### config.mk
export PLATFORM = sky130hd
export DESIGN_NAME = freq_div_ctrl
export DESIGN_NICKNAME = d
export VERILOG_FILES = /design/src/rtl/freq_div_pkg.sv /design/src/rtl/freq_div_period_cnt.sv /design/src/rtl/freq_div_ctrl.sv
export SDC_FILE = /design/constraint.sdc
export NUM_CORES = 1
export LEC_CHECK = 0
export ABC_AREA = 1
export CELL_PAD_IN_SITES_DETAIL_PLACEMENT = 0
export CELL_PAD_IN_SITES_GLOBAL_PLACEMENT = 2
export CORE_MARGIN = 1.5
export CORE_UTILIZATION = 28
export DETAILED_ROUTE_END_ITERATION = 7
export GPL_TIMING_DRIVEN = 0
export PLACE_DENSITY = 0.76
export SYNTH_ARGS = -nofsm -noshare
export SYNTH_HDL_FRONTEND = slang
export SYNTH_HIERARCHICAL = 1
export SYNTH_SLANG_ARGS = --single-unit
### constraint.sdc
create_clock -name clk -period 2.9 [get_ports clk]
set_clock_uncertainty 0.05 [all_clocks]
set_input_delay 0.58 -clock clk [delete_from_list [all_inputs] [get_ports clk]]
set_output_delay 0.58 -clock clk [all_outputs]
set_load 0.02 [all_outputs]
### src/rtl/freq_div_pkg.sv
// rtl/freq_div_pkg.sv - shared FSM state type, default width and high-phase length helper
package freq_div_pkg;

  typedef enum logic {IDLE, RUN} state_t;

  localparam int CNT_W_DEF = 8;

  // Length of the high phase for a period of len cycles; the high phase is the longer half.
  function automatic logic [31:0] high_len(input logic [31:0] len);
    return (len + 32'd1) >> 1;
  endfunction

endpackage

### src/rtl/freq_div_period_cnt.sv
// rtl/freq_div_period_cnt.sv - period counter with registered clk_div and period_start
module freq_div_period_cnt
  import freq_div_pkg::*;
#(
  parameter int CNT_W = CNT_W_DEF
) (
  input  logic             clk,
  input  logic             rst,
  input  logic [CNT_W-1:0] len,
  input  logic [CNT_W-1:0] len_next,
  input  logic             active,
  input  logic             run,
  output logic [CNT_W-1:0] cnt,
  output logic             last,
  output logic             clk_div,
  output logic             period_start
);

  logic [CNT_W-1:0] cnt_next;
  logic             clk_div_next;
  logic             period_start_next;

  // Outputs are registered from next-cycle values so they line up with cnt.
  always_comb begin
    last              = active && (cnt == len - CNT_W'(1));
    cnt_next          = (active && !last) ? cnt + CNT_W'(1) : '0;
    clk_div_next      = run && (32'(cnt_next) < high_len(32'(len_next)));
    period_start_next = run && (cnt_next == '0);
  end

  always_ff @(posedge clk) begin
    if (rst) begin
      cnt          <= '0;
      clk_div      <= 1'b0;
      period_start <= 1'b0;
    end else begin
      cnt          <= cnt_next;
      clk_div      <= clk_div_next;
      period_start <= period_start_next;
    end
  end

endmodule

### src/rtl/freq_div_ctrl.sv
// rtl/freq_div_ctrl.sv - dual-modulus divider controller; FREQ_DIV_CTRL_FRAC_EN enables N+0.5 ratios
module freq_div_ctrl
  import freq_div_pkg::*;
#(
  parameter int CNT_W    = CNT_W_DEF,
  parameter int DEF_DIV  = 3,
  parameter int DEF_HALF = 1
) (
  input  logic             clk,
  input  logic             rst,
  input  logic             enable,
  input  logic             cfg_valid,
  output logic             cfg_ready,
  input  logic [CNT_W-1:0] cfg_div,
  input  logic             cfg_half,
  output logic             cfg_err,
  output logic             clk_div,
  output logic             period_start,
  output logic             running
);

  state_t           state, state_next;
  logic [CNT_W-1:0] act_div, act_div_next;
  logic [CNT_W-1:0] pend_div;
  logic             pend_v;
  logic [CNT_W-1:0] len, len_next;
  logic [CNT_W-1:0] cnt;
  logic             last;
  logic             xfer, legal, load;

`ifdef FREQ_DIV_CTRL_FRAC_EN
  logic act_half, act_half_next, pend_half, ph, ph_next;
`else
  logic unused_half;
  localparam logic unused_def_half = (DEF_HALF != 0);
  assign unused_half = cfg_half;
`endif

  assign cfg_ready = !pend_v;
  assign running   = (state == RUN);

  always_comb begin
    state_next = state;
    xfer       = cfg_valid && !pend_v;
`ifdef FREQ_DIV_CTRL_FRAC_EN
    legal      = (cfg_div >= CNT_W'(2)) && (cfg_div != '1);
`else
    legal      = (cfg_div >= CNT_W'(2));
`endif
    // Shadow is promoted immediately in IDLE, otherwise only at a period boundary.
    load         = pend_v && ((state == IDLE) || last);
    act_div_next = load ? pend_div : act_div;
    case (state)
      IDLE:    if (enable) state_next = RUN;
      RUN:     if (last && !enable) state_next = IDLE;
      default: state_next = IDLE;
    endcase
`ifdef FREQ_DIV_CTRL_FRAC_EN
    act_half_next = load ? pend_half : act_half;
    if (state == IDLE)  ph_next = 1'b0;
    else if (last)      ph_next = pend_v ? 1'b0 : !ph;
    else                ph_next = ph;
    len      = (act_half && !ph) ? act_div + CNT_W'(1) : act_div;
    len_next = (act_half_next && !ph_next) ? act_div_next + CNT_W'(1) : act_div_next;
`else
    len      = act_div;
    len_next = act_div_next;
`endif
  end

  always_ff @(posedge clk) begin
    if (rst) begin
      state    <= IDLE;
      act_div  <= CNT_W'(DEF_DIV);
      pend_div <= '0;
      pend_v   <= 1'b0;
      cfg_err  <= 1'b0;
`ifdef FREQ_DIV_CTRL_FRAC_EN
      act_half  <= (DEF_HALF != 0);
      pend_half <= 1'b0;
      ph        <= 1'b0;
`endif
    end else begin
      state   <= state_next;
      act_div <= act_div_next;
      cfg_err <= xfer && !legal;
      if (xfer && legal) begin
        pend_v   <= 1'b1;
        pend_div <= cfg_div;
      end else if (load) begin
        pend_v <= 1'b0;
      end
`ifdef FREQ_DIV_CTRL_FRAC_EN
      act_half <= act_half_next;
      ph       <= ph_next;
      if (xfer && legal) pend_half <= cfg_half;
`endif
    end
  end

  freq_div_period_cnt #(.CNT_W(CNT_W)) u_period_cnt (
    .clk          (clk),
    .rst          (rst),
    .len          (len),
    .len_next     (len_next),
    .active       (state == RUN),
    .run          (state_next == RUN),
    .cnt          (cnt),
    .last         (last),
    .clk_div      (clk_div),
    .period_start (period_start)
  );

endmodule

Yosys cells after proc, flatten, opt, wreduce, memory -nomap -nowiden. Index checks and enable logic that the tools add are counted.

Bits in registers: 29. Input bits: 13. Output and inout bits: 5. Logic and storage cells: 38.

Add/subtract/negate cells: 3. Magnitude comparators: 2. Eq/ne operators: 1. Multiplexer cells: 7. Bitwise logic cells: 1. Reduce and logical (&&, ||, !) cells: 16.

Operators by type and width (count): $lt 8x31->1 (1); $mux 8 (2); $add 8x1->9 const B (1); $logic_and 1x1->1 (9); $add 8x1->8 const B (1); $eq 8x8->1 (1); $ge 8x2->1 const B (1); $logic_not 8->1 (1); $sub 8x1->8 const B (1); $logic_not 1->1 (4); $mux 1 (4); $pmux 1 s2 (1); $reduce_bool 2->1 (1); $logic_or 1x1->1 (1); $not 1->1 (1).

Logic depth before layout (Yosys ltp).
Depth after elaboration: 9. Depth in mapped cells: 27. Mapped depth without buffers: 27.

Hierarchy. The synthesis kept the hierarchy.

By module, submodules not included: freq_div_period_cnt (instances 1, cells an instance 170, area each 1054.8 um^2, sequential area each 200.2 um^2); freq_div_ctrl (instances 1, cells an instance 125, area each 878.3 um^2, sequential area each 380.4 um^2).

Worst setup path after synthesis. No wires, ideal clock.

Path type: reg2reg. From: reg act_div[0]. To: reg u_period_cnt.clk_div. Library setup time: 70 ps. Data arrival time: 2976 ps. Data required time: 2780 ps. Path slack: -196 ps. Stages on the path, launching flop included: 26. Path buffers: 1. Clock period less this slack: 3096 ps. Cells stage by stage: dfxtp_1 > inv_2 > ha_1 > inv_1 > nand2_1 > nand2_1 > nand2_1 > nor2_1 > nand3_1 > nor2_2 > nand2_2 > nor2_1 > inv_2 > nand2_2 > nand2_2 > buf_6 > nand2_1 > nand2_1 > ha_1 > nand3_1 > nand3b_1 > nand3b_1 > ha_1 > a211oi_1 > nand3_1 > a21oi_1.

Longest elaborated chain between the ends: 9. Elaborated cells between the ends (all ways): 15. Those cells by class: 2 x add/sub; 1 x order compare; 1 x eq/ne; 4 x mux; 7 x reduce/logical.

RTL lines: start: declaration (line freq_div_ctrl.sv:23) `logic [CNT_W-1:0] act_div, act_div_next;`; start signal: assignment (line freq_div_ctrl.sv:74) `act_div <= CNT_W'(DEF_DIV);`; start signal: assignment (line freq_div_ctrl.sv:85) `act_div <= act_div_next;`; $sub 8x1->8 (line freq_div_period_cnt.sv:25) `last = active && (cnt == len - CNT_W'(1));`; $eq 8x8->1 (line freq_div_period_cnt.sv:25); $logic_and 1x1->1 (line freq_div_period_cnt.sv:25); named net last (line freq_div_ctrl.sv:28) `logic last;`; $logic_or 1x1->1 (line freq_div_ctrl.sv:51) `load = pend_v && ((state == IDLE) || last);`; $logic_and 1x1->1 (line freq_div_ctrl.sv:51); $mux 8 (line freq_div_ctrl.sv:52) `act_div_next = load ? pend_div : act_div;`; named net act_div_next[0] (line freq_div_ctrl.sv:23); $add 8x1->9 (line freq_div_pkg.sv:10) `return (len + 32'd1) >> 1;`; $lt 8x31->1 (line freq_div_period_cnt.sv:27) `clk_div_next = run && (32'(cnt_next) < high_len(32'(len_next)));`; $logic_and 1x1->1 (line freq_div_period_cnt.sv:27); end signal: assignment (line freq_div_period_cnt.sv:38) `clk_div <= clk_div_next;`; end: declaration (line freq_div_period_cnt.sv:15) `output logic clk_div,`.

The timed path passes the listed nets, and every way through them passes these cells. A chain may end at the register's enable or synchronous reset.

Final worst setup path. Same ends and word-level chain as after synthesis.

==> impl_results.html <==
<table>
<tr><th>Metric</th><th>Value</th></tr>
<tr><th colspan="2">Synth</th></tr>
<tr><td>Synth top area share</td><td>30.03%</td></tr>
<tr><td>Synth Area in Compound Gates</td><td>4.790%</td></tr>
<tr><td>Total nets after synthesis</td><td>318</td></tr>
<tr><td>Portion of the post-synthesis area used by sequential elements</td><td>30.03%</td></tr>
<tr><td>Multiplexer share of the synthesized area</td><td>0%</td></tr>
<tr><td>Synth area leaders</td><td>sky130_fd_sc_hd__dfxtp_1, sky130_fd_sc_hd__nand2_1, sky130_fd_sc_hd__nor2_1</td></tr>
<tr><td>Adder-cell share of the synthesized area</td><td>6.472%</td></tr>
<tr><td>XOR/XNOR share of the synthesized area</td><td>5.437%</td></tr>
<tr><td>Dominant cell type by area after synthesis</td><td>sky130_fd_sc_hd__dfxtp_1</td></tr>
<tr><td>Synthesized flop and latch total</td><td>29</td></tr>
<tr><td>Netlist Area Pre-Place</td><td>1933 µm²</td></tr>
<tr><td>Synthesized netlist cell count</td><td>295</td></tr>
<tr><td>Avg Inst Size Synth</td><td>6.553 µm²</td></tr>
<tr><td>Dominant combinational cell family by area after synthesis</td><td>simple AND/OR/NAND/NOR gates</td></tr>
<tr><td>Count of unique library cells instantiated by Yosys</td><td>29</td></tr>
<tr><td>Yosys warnings</td><td>6</td></tr>
<tr><td>Simple-gate share of the synthesized area</td><td>41.36%</td></tr>
<tr><th colspan="2">Run</th></tr>
<tr><td>Max cap viols</td><td>0</td></tr>
<tr><th colspan="2">Drt</th></tr>
<tr><td>Drt drc</td><td>0</td></tr>
<tr><td>Total vias in the final route</td><td>1762</td></tr>
<tr><td>DRT met1 WL</td><td>2326 µm</td></tr>
<tr><td>Wire per inst</td><td>11.16 µm</td></tr>
<tr><td>Top metal layer carrying routed signals</td><td>met4</td></tr>
<tr><td>Initial DRC count</td><td>57</td></tr>
<tr><td>Met3 wirelength from detailed routing</td><td>86 µm</td></tr>
<tr><td>Detail Route met2 WL</td><td>2066 µm</td></tr>
<tr><td>DR pass1 iterations</td><td>4</td></tr>
<tr><td>Count of nets left with antenna violations after detail routing</td><td>0</td></tr>
<tr><td>Total Wirelength</td><td>4531 µm</td></tr>
<tr><td>Detail-routed via count per cell</td><td>4.340</td></tr>
<tr><th colspan="2">STA</th></tr>
<tr><td>Fraction of the cycle the final worst path needs</td><td>108.0%</td></tr>
<tr><td>Unrepaired setup endpoints after global routing</td><td>yes</td></tr>
<tr><td>Sum Neg Setup Slack</td><td>-231.5 ps</td></tr>
<tr><td>Smallest setup slack after layout</td><td>-231.5 ps</td></tr>
<tr><td>Max Clk Rate</td><td>319.3 MHz</td></tr>
<tr><td>Final number of hold-violating endpoints</td><td>0</td></tr>
<tr><td>Transition time at the pin with the least slew margin</td><td>422.3 ps</td></tr>
<tr><td>Shortest clock period the worst path allows after layout</td><td>3131 ps</td></tr>
<tr><td>Setup violation total in the final timing report</td><td>1</td></tr>
<tr><td>Worst slew margin relative to its limit</td><td>71.63%</td></tr>
<tr><td>Final Slew Violations</td><td>0</td></tr>
<tr><th colspan="2">Power and ir drop</th></tr>
<tr><td>Portion of total power attributed to sequential cells</td><td>41.0%</td></tr>
<tr><td>Combinational share of power</td><td>27.2%</td></tr>
<tr><td>Net Switching</td><td>343.7 µW</td></tr>
<tr><td>Peak supply drop</td><td>0.2795 mV</td></tr>
<tr><td>Internal Dissipation</td><td>746.8 µW</td></tr>
<tr><td>Cell Pwr Density</td><td>435.8 nW/µm²</td></tr>
<tr><td>Switching portion of total power</td><td>31.52%</td></tr>
<tr><td>Leakage power figure</td><td>1.216 nW</td></tr>
<tr><td>Clock share of power</td><td>31.8%</td></tr>
<tr><th colspan="2">Setup path</th></tr>
<tr><td>Classification of the worst setup path</td><td>flop to flop</td></tr>
<tr><td>Crit-path slowest cell</td><td>sky130_fd_sc_hd__dfxtp_4</td></tr>
<tr><td>Sequence of cells on the critical path</td><td>inv_4, ha_4, inv_1, nand2_1, nand2_1, nand2_1, nor2_1, nand3_1, nor2_2, nand2_2, nor2_2, inv_2, nand2_4, nand2_4, bufbuf_16, nand2_2, o21ai_4, inv_2, nand3b_1, nand3b_1, ha_4, a211oi_2, nand3_1, a21oi_1</td></tr>
<tr><td>Worst path required time</td><td>3060 ps</td></tr>
<tr><td>CP Max Fanout</td><td>5</td></tr>
<tr><td>Capturing element of the worst setup path</td><td>u_period_cnt/clk_div</td></tr>
<tr><td>Reg-to-reg slack, setup</td><td>-230 ps</td></tr>
<tr><td>Worst Setup Start Kind</td><td>flop</td></tr>
<tr><td>Most common cell on crit path</td><td>sky130_fd_sc_hd__nand2_1</td></tr>
<tr><td>Sum of buffers and inverters on the critical path</td><td>5</td></tr>
<tr><td>Launch point of the worst path</td><td>act_div[0]</td></tr>
<tr><td>Worst r2r dst</td><td>u_period_cnt/clk_div</td></tr>
<tr><td>FF-to-FF path depth</td><td>24</td></tr>
<tr><td>Slowest stage delay, CP</td><td>370 ps</td></tr>
<tr><td>Worst path depth</td><td>24</td></tr>
<tr><td>Worst endpoint data arrival time</td><td>3290 ps</td></tr>
<tr><td>CP delay by family, top</td><td>simple AND/OR/NAND/NOR gates</td></tr>
<tr><td>Reg-to-reg startpoint</td><td>act_div[0]</td></tr>
<tr><td>Type of destination of the critical path</td><td>flop</td></tr>
<tr><th colspan="2">CTS</th></tr>
<tr><td>Number of buffers on the longest clock path</td><td>2</td></tr>
<tr><td>Number of sinks driven by the clock tree</td><td>29</td></tr>
<tr><td>Hold-fix buffer count after cts</td><td>0</td></tr>
<tr><td>H-Tree Level Count</td><td>2</td></tr>
<tr><td>Clock latency of the later-clocked register in the worst-skew pair</td><td>280 ps</td></tr>
<tr><td>Clock tree from TritonCTS</td><td>done</td></tr>
<tr><td>CTS Buf Count</td><td>5</td></tr>
<tr><td>Clock tree root buffer cell</td><td>sky130_fd_sc_hd__clkbuf_8</td></tr>
<tr><td>Clock edge transition at the registers on the reported setup and hold paths</td><td>70 ps</td></tr>
<tr><th colspan="2">Floorplanning</th></tr>
<tr><td>Core Footprint</td><td>6719 µm²</td></tr>
<tr><td>Horizontal extent of the die</td><td>86.09 µm</td></tr>
<tr><td>Die Outline Area</td><td>7411 µm²</td></tr>
<tr><td>Top Ports</td><td>18</td></tr>
<tr><td>Starting density of the core</td><td>28.77%</td></tr>
<tr><td>Die Ht</td><td>86.09 µm</td></tr>
<tr><td>Standard-cell rows</td><td>30</td></tr>
<tr><th colspan="2">Global routing</th></tr>
<tr><td>Antenna violations before repair</td><td>0</td></tr>
<tr><td>Wire length of the first global-routing pass</td><td>8010 µm</td></tr>
<tr><td>Pin count of the biggest net entering global routing</td><td>11</td></tr>
<tr><td>Remaining global-route overflow</td><td>0</td></tr>
<tr><td>Vias in the first global route</td><td>1691</td></tr>
<tr><td>Overall Global Routing Usage</td><td>13.87%</td></tr>
<tr><th colspan="2">Placed design</th></tr>
<tr><td>RePlAce Congestion</td><td>0.7620</td></tr>
<tr><td>Total placed cells including tap cells</td><td>390</td></tr>
<tr><td>Post-detailed-placement half-perimeter wirelength</td><td>3627 µm</td></tr>
<tr><td>Post-detailed-placement cell area</td><td>2257 µm²</td></tr>
<tr><td>Quantity of I/O buffers inserted on ports</td><td>15</td></tr>
<tr><th colspan="2">Final layout</th></tr>
<tr><td>Layout cells sized above 1</td><td>23.62%</td></tr>
<tr><td>Net count of the finished layout</td><td>348</td></tr>
<tr><td>Area added between synthesis and finish</td><td>29.45%</td></tr>
<tr><td>Final non-filler cell total</td><td>406</td></tr>
<tr><td>Total non-filler cell area in the finished layout</td><td>2502 µm²</td></tr>
<tr><td>Antenna cell count</td><td>0</td></tr>
<tr><th colspan="2">Outcome</th></tr>
<tr><td>Violated checks</td><td>setup timing</td></tr>
<tr><td>Run status</td><td>finished with violations</td></tr>
<tr><th colspan="2">Min path</th></tr>
<tr><td>Hold depth</td><td>2</td></tr>
<tr><td>Type of the most critical hold path</td><td>flop to flop</td></tr>
<tr><td>Hold_sp</td><td>pend_div[0]</td></tr>
</table>
==> how the worst min path moves through the flow <==
stage / slack (ps) / endpoint
global placement: 440 / pend_div[1]
floorplan: 410 / pend_div[0]
CTS: 450 / pend_div[0]
detailed placement: 440 / pend_div[0]
global route: 460 / pend_div[0]
finish: 440 / pend_div[0]
==> worst min-delay path, cell delays in order, from the launching register on <==
cell and delay [ps]:
sky130_fd_sc_hd__dfxtp_1 310, sky130_fd_sc_hd__nor2_1 90, sky130_fd_sc_hd__nor2_1 50
==> layer usage <==
metal,GRT usage (%),up-vias
li1,-,965
met1,18.80,778
met2,22.69,13
met3,2.599,6
met4,3.519,0
met5,0,-
==> per-stage QoR <==
stage,hold WS (ps),setup WS [ps],total power [mW],utilization [%]
final,443.7,-231.5,1.090,37.24
after global placement,435.8,-437.3,0.7203,33.59
after detailed placement,437.1,-408.7,0.7205,33.59
after floorplan,405.9,-69.19,0.6483,-
after CTS,446.3,-269.4,1.092,36.31
after global routing,463.3,-458.7,1.164,37.24
==> Yosys cell counts <==
cell                       count
sky130_fd_sc_hd__nor2_4        1
sky130_fd_sc_hd__clkbuf_1      1
sky130_fd_sc_hd__o21bai_1      1
sky130_fd_sc_hd__nand2_2       8
sky130_fd_sc_hd__inv_4         2
sky130_fd_sc_hd__nand3_1      31
sky130_fd_sc_hd__buf_6         1
sky130_fd_sc_hd__nor3_2        1
sky130_fd_sc_hd__ha_1         10
sky130_fd_sc_hd__clkinv_1      2
sky130_fd_sc_hd__nand2_4       2
sky130_fd_sc_hd__buf_4         1
sky130_fd_sc_hd__inv_1        39
sky130_fd_sc_hd__a21oi_1       4
sky130_fd_sc_hd__xor2_1       10
sky130_fd_sc_hd__nor3_1        4
sky130_fd_sc_hd__nand3b_4      1
sky130_fd_sc_hd__nand4_1       3
sky130_fd_sc_hd__nor4_1        1
sky130_fd_sc_hd__xnor2_1       2
sky130_fd_sc_hd__nor2_2        8
sky130_fd_sc_hd__o21ai_1       1
sky130_fd_sc_hd__inv_2        11
sky130_fd_sc_hd__a211oi_1      1
sky130_fd_sc_hd__dfxtp_1      29
sky130_fd_sc_hd__o21ai_2       6
sky130_fd_sc_hd__nand3b_1      2
sky130_fd_sc_hd__nand2_1      67
sky130_fd_sc_hd__nor2_1       45
==> power by group through the flow <==
stage               clock, mW  combinational, mW  sequential [mW]
finish                  0.347              0.296            0.447
global route            0.375              0.338            0.451
CTS                     0.357              0.288            0.447
detailed placement          0              0.264            0.457
global placement            0              0.264            0.457
floorplan                   0              0.193            0.456
==> layout make-up <==
| type | count | area, µm² |
|---|---|---|
| buffer | 3 | 31.28 |
| clock buffer | 8 | 90.09 |
| fill | 745 | 4217 |
| inverter | 54 | 210.2 |
| multi-input combinational | 209 | 1247 |
| sequential | 29 | 588.1 |
| tap | 80 | 100.1 |
| timing repair buffer | 23 | 235.2 |
==> timing repair <==
action | in CTS | in global routing
pin swaps | 5 | 7
cloned | 1 | 0
endpoints found under the setup margin | 1 | 1
buffers inserted | 4 | 3
resized for setup | 9 | 7
==> layout by cell type (no fill, tap or decap) <==
master / Yosys / layout
sky130_fd_sc_hd__o21ai_4: 0 / 3
sky130_fd_sc_hd__clkdlybuf4s50_1: 0 / 15
sky130_fd_sc_hd__o21ai_1: 1 / 1
sky130_fd_sc_hd__nand3b_4: 1 / 1
sky130_fd_sc_hd__dfxtp_4: 0 / 2
sky130_fd_sc_hd__nor3_2: 1 / 1
sky130_fd_sc_hd__nor2_4: 1 / 1
sky130_fd_sc_hd__a21oi_1: 4 / 4
sky130_fd_sc_hd__dfxtp_1: 29 / 27
sky130_fd_sc_hd__nor3_1: 4 / 4
sky130_fd_sc_hd__inv_1: 39 / 35
sky130_fd_sc_hd__inv_4: 2 / 3
sky130_fd_sc_hd__xnor2_1: 2 / 2
sky130_fd_sc_hd__nor2_1: 45 / 42
sky130_fd_sc_hd__inv_2: 11 / 14
sky130_fd_sc_hd__nand4_1: 3 / 3
sky130_fd_sc_hd__o21ai_2: 6 / 3
sky130_fd_sc_hd__a211oi_2: 0 / 1
sky130_fd_sc_hd__clkinv_1: 2 / 2
sky130_fd_sc_hd__o21bai_1: 1 / 1
sky130_fd_sc_hd__clkbuf_8: 0 / 6
sky130_fd_sc_hd__nor2_2: 8 / 11
sky130_fd_sc_hd__nand3_1: 31 / 28
sky130_fd_sc_hd__ha_4: 0 / 3
sky130_fd_sc_hd__bufbuf_16: 0 / 1
sky130_fd_sc_hd__clkbuf_1: 1 / 3
sky130_fd_sc_hd__buf_12: 0 / 1
sky130_fd_sc_hd__nand2_2: 8 / 8
sky130_fd_sc_hd__xor2_1: 10 / 10
sky130_fd_sc_hd__ha_1: 10 / 7
sky130_fd_sc_hd__buf_4: 1 / 8
sky130_fd_sc_hd__nor4_1: 1 / 1
sky130_fd_sc_hd__nand3b_1: 2 / 2
sky130_fd_sc_hd__nand2_1: 67 / 62
sky130_fd_sc_hd__nand2_4: 2 / 7
sky130_fd_sc_hd__nand3_2: 0 / 3
==> logic make-up (layout without fill, tap and decap cells) <==
kind of cell,count (synthesis),count (layout)
AO/OA/AOI/OAI,13,13
XOR/XNOR,12,12
adder cells (fa/ha/maj),10,10
buffers and inverters,57,88
flip-flops,29,29
AND/OR/NAND/NOR,174,174
==> flip-flops by register name, indices dropped and copies added (netlist names) <==
register / flops
running: 1
cfg_err: 1
u_period_cnt/cnt: 8
u_period_cnt/clk_div: 1
pend_div: 8
u_period_cnt/period_start: 1
act_div: 8
pend_v: 1
(Power assumes the default switching activity.)
==> RTL change 1: new RTL, same settings <==
Set the package constant `CNT_W_DEF` to 7 (it was 8).
--- a/src/rtl/freq_div_pkg.sv
+++ b/src/rtl/freq_div_pkg.sv
@@ -4,5 +4,5 @@
   typedef enum logic {IDLE, RUN} state_t;
 
-  localparam int CNT_W_DEF = 8;
+  localparam int CNT_W_DEF = 7;
 
   // Length of the high phase for a period of len cycles; the high phase is the longer half.
Ports: changed (resized cfg_div); port bits go from 18 to 17. No check against the original RTL was run, so the function may have changed too.
==> RTL change 1 against the unedited design <==
  * The flow still finishes with violations (setup timing)
  * Design area is 7.1% lower
  * Sequential power is 9.6% lower
  * Non-clock buffer count is 7 higher
  * Global-route usage is 0.60 points lower
  * Critical endpoint unchanged
  * Clock power is 11% lower
  * Largest cell class unchanged
  * Area after synthesis is 9.7% lower
  * Wire length is 12% lower
  * Power is 8.2% lower
  * Worst hold slack hardly changed
  * Sequential cell count is 3 lower
  * Setup slack worse by 0.048 ns
==> RTL change 1: results (changes against the unedited design) <==
* Result of the run: complete, but fails checks (unchanged)
* Violations in the final reports: setup timing (unchanged)
* Share of final layout cell area taken by clock buffers and inverters at 3.07% (was 3.60%)
* Via density per instance at 4.27 (was 4.34)
* Number of instances in the placed design at 348 (was 390)
* PortBufs at 14 (was 15)
* Mapped Avg Cell Area at 6.74 um^2 (was 6.55 um^2)
* H-tree level count at 1 (was 2)
* Count of state elements after synthesis at 26 (was 29)
* Placed standard-cell area at 0.00202 mm^2 (was 0.00226 mm^2)
* Registers with the most flip-flops: act_div (7), pend_div (7), u_period_cnt/cnt (7) (was act_div (8), pend_div (8), u_period_cnt/cnt (8))
* Signal buf overhead at 13.9% (was 10.7%)
* Routed wire length on met3 at 68 um (was 86 um)
* Length of routed met2 wiring at 1960 um (was 2070 um)
* Sequential-to-total area share from yosys stat at 29.8% (was 30.0%)
* RD Place Congestion at 0.727 (was 0.762)
* Netlist Area Pre-Place at 0.00175 mm^2 (was 0.00193 mm^2)
* Number of filler instances in the final layout at 658 (was 745)
* Layout Area Growth over Synthesis at 33.3% (was 29.4%)
* Share of layout cells above drive strength 1 at 27.1% (was 23.6%)
* Final worst-path setup slack at -0.280 ns (was -0.231 ns)
* Wire length reported by the detailed router at 3990 um (was 4530 um)
* Total Nets Final at 313 (was 348)
* WL per Instance at 10.9 um (was 11.2 um)
* Count of inverters not on the clock network in the layout at 46 (was 54)
* # setup viols final at 1 (unchanged)
* Metal-1 WL at 1900 um (was 2330 um)
* Arrival time at the worst endpoint at 3.35 ns (was 3.29 ns)
* Overall routing resource usage at 13.3% (was 13.9%)
* Via count of the first global-routing pass at 1474 (was 1691)
* Reg clk slew, reported paths at 0.10 ns (was 0.07 ns)
* Seq/total area at 22.7% (was 23.5%)
[RTL change 1: worst paths after layout]
check,start,end,slack [ns],depth (start not counted)
max,act_div[1],u_period_cnt/clk_div,-0.28,27
min,pend_div[1],pend_div[1],0.44,2
min reg2reg,pend_div[1],pend_div[1],0.44,2
max reg2reg,act_div[1],u_period_cnt/clk_div,-0.28,27
[RTL change 1: layer usage]
metal / GRT usage (%) / vias up
li1: - / 870
met1: 16.5 / 674
met4: 4.58 / 0
met2: 23.4 / 16
met3: 1.78 / 4
met5: 0 / -
[RTL change 1: what timing repair did]
item                       CTS  global route
pin swaps                   12            12
resized for setup           15            11
gates cloned                 1             0
setup buffers                8             5
setup endpoints to repair    1             1
[RTL change 1: stage by stage]
| step | TNS (ns) | hold slack [ns] | setup slack (ns) |
|---|---|---|---|
| final | -0.280 | 0.443 | -0.280 |
| after floorplan | -0.0698 | 0.402 | -0.0698 |
| after detailed placement | -0.439 | 0.420 | -0.439 |
| after global routing | -0.522 | 0.472 | -0.522 |
| after global placement | -0.464 | 0.416 | -0.464 |
| after CTS | -0.312 | 0.447 | -0.312 |
[RTL change 1: kinds of logic after synthesis]
family	share of synthesized area, %
AND/OR/NAND/NOR	39.5
buffers and inverters	12.5
flip-flops	29.8
AO/OA/AOI/OAI	6.74
XOR/XNOR	5.02
adder cells (fa/ha/maj)	6.45
[RTL change 1: power by group through the flow]
stage | Combinational (uW) | Clock (uW) | Sequential, uW
global route | 324 | 332 | 409
detailed placement | 238 | 0 | 412
finish | 288 | 309 | 404
global placement | 239 | 0 | 412
CTS | 271 | 317 | 404
floorplan | 176 | 0 | 412
[RTL change 1: worst min-delay path: stages (launching register included)]
cell and delay, ns:
dfxtp_1 0.34, a21oi_1 0.04, nor2_1 0.08
==> RTL change 2: new RTL, same flow settings <==
Made on the original files. Reset style: asynchronous (`rst`), changed in 2 clocked blocks.
--- a/src/rtl/freq_div_period_cnt.sv
+++ b/src/rtl/freq_div_period_cnt.sv
@@ -29,5 +29,5 @@
   end
 
-  always_ff @(posedge clk) begin
+  always_ff @(posedge clk or posedge rst) begin
     if (rst) begin
       cnt          <= '0;
--- a/src/rtl/freq_div_ctrl.sv
+++ b/src/rtl/freq_div_ctrl.sv
@@ -69,5 +69,5 @@
   end
 
-  always_ff @(posedge clk) begin
+  always_ff @(posedge clk or posedge rst) begin
     if (rst) begin
       state    <= IDLE;
Function: differs if rst is asserted again (counterexample within 4 cycles, from zero or initial values and one cycle with rst high); with rst held inactive, the same outputs for 10 cycles.
==> RTL change 2 against the unedited design <==
  * The flow still finishes with violations (setup timing)
  * Synthesized cell count fell by 16%
  * Non-clock buffer count rose by 3
  * Wire length fell by 10%
  * Setup slack got worse by 0.14 ns
  * Area after synthesis fell by 5.1%
  * Count of clock-buffer cells in the layout fell by 1
  * Design area fell by 4.3%
  * Via count fell by 11%
  * Critical path depth rose by 2
  * Sequential cell count did not move
Power is not compared: it rests on default switching activity, and its combinational part moved more than twofold at a synthesized area within 25%.
==> RTL change 2: results (changes against the unedited design) <==
* Asr flop ratio synth at 100% (was 0%)
* Final worst-path setup slack at -0.371 ns (was -0.231 ns)
* Most common library cells after synthesis: 92 x nand2_1, 29 x inv_1, 27 x dfrtp_1, 23 x nor2_1, 20 x nand3_1 (was 67 x nand2_1, 45 x nor2_1, 39 x inv_1, 31 x nand3_1, 29 x dfxtp_1)
* Count of cell types in the netlist at 26 (was 29)
* Worst rel slew slack at 51.6% (was 71.6%)
* Arrival time at the worst endpoint at 3.43 ns (was 3.29 ns)
* Share of layout cells above drive strength 1 at 22.8% (was 23.6%)
* Crit path max fanout at 4 (was 5)
* Violations in the final reports: setup timing (unchanged)
* Syn Nets at 272 (was 318)
* Result of the run: complete, but fails checks (unchanged)
* Via count at 1568 (was 1762)
* Via count of the first global-routing pass at 1620 (was 1691)
* Number of filler instances in the final layout at 670 (was 745)
* PortBufs at 16 (was 15)
* Dominant register cell in the synthesized netlist: dfrtp_1 (was dfxtp_1)
* RD Place Congestion at 0.713 (was 0.762)
* Placed standard-cell area at 0.00212 mm^2 (was 0.00226 mm^2)
* Crit-path max cell delay at 0.54 ns (was 0.37 ns)
* Final HPWL DP at 3190 um (was 3630 um)
* Standard cell with the maximum stage delay on the critical path: dfstp_2 (was dfxtp_4)
* Sequential-to-total area share from yosys stat at 39.7% (was 30.0%)
* # setup viols final at 1 (unchanged)
* WL per Instance at 11.3 um (was 11.2 um)
* Area contributors post-synth: dfrtp_1 37%, nand2_1 19%, ha_1 6.8% (was dfxtp_1 30%, nand2_1 13%, nor2_1 8.7%)
RTL change 2: through the flow:
stage	worst slack, ns	std cells	util [%]	hold WS [ns]	setup TNS, ns
2_1_floorplan	-0.318	249	-	0.370	-0.318
3_3_place_gp	-0.801	342	33.4	0.404	-0.801
3_5_place_dp	-0.818	342	33.4	0.409	-0.818
4_1_cts	-0.507	358	36.7	0.425	-0.507
5_1_grt	-0.684	362	37.7	0.439	-0.684
6_report	-0.371	362	37.7	0.421	-0.371
RTL change 2: repair_timing:
item,in CTS,in global routing
pin swaps,13,13
setup endpoints to repair,1,1
hold endpoints to repair,0,0
setup buffers,9,4
resized for setup,13,11
RTL change 2: path summary, 6_finish.rpt:
| path | cells past startpoint | start | end |
|---|---|---|---|
| min in group asynchronous | 2 | rst | u_period_cnt/cnt[7] |
| max in group asynchronous | 2 | rst | running |
| max | 26 | act_div[1] | u_period_cnt/clk_div |
| min | 2 | pend_div[2] | pend_div[2] |
| max reg2reg | 26 | act_div[1] | u_period_cnt/clk_div |
| min reg2reg | 2 | pend_div[2] | pend_div[2] |
RTL change 2: kinds of logic after synthesis:
group,synth area share (%)
flip-flops,39.7
buffers and inverters,6.75
AO/OA/AOI/OAI,2.86
AND/OR/NAND/NOR,37.7
XOR/XNOR,6.21
adder cells (fa/ha/maj),6.82
RTL change 2: layout make-up:
class | count | share of cell area, %
multi-input cells | 187 | 45.7
flip-flops and latches | 29 | 30.4
repair buffers | 29 | 10.8
inverters | 33 | 5.49
well taps | 77 | 4.02
clock buffers | 7 | 3.61
RTL change 2: per-layer routing:
layer	part of all wire, %	vias to the layer above	routed length [um]	GRT usage [%]
met5	0	-	0	0
met4	1.9	0	78	5.81
met3	2.5	8	100	1.78
met2	50	22	2050	22.7
met1	45	702	1850	15.4
li1	-	836	-	-
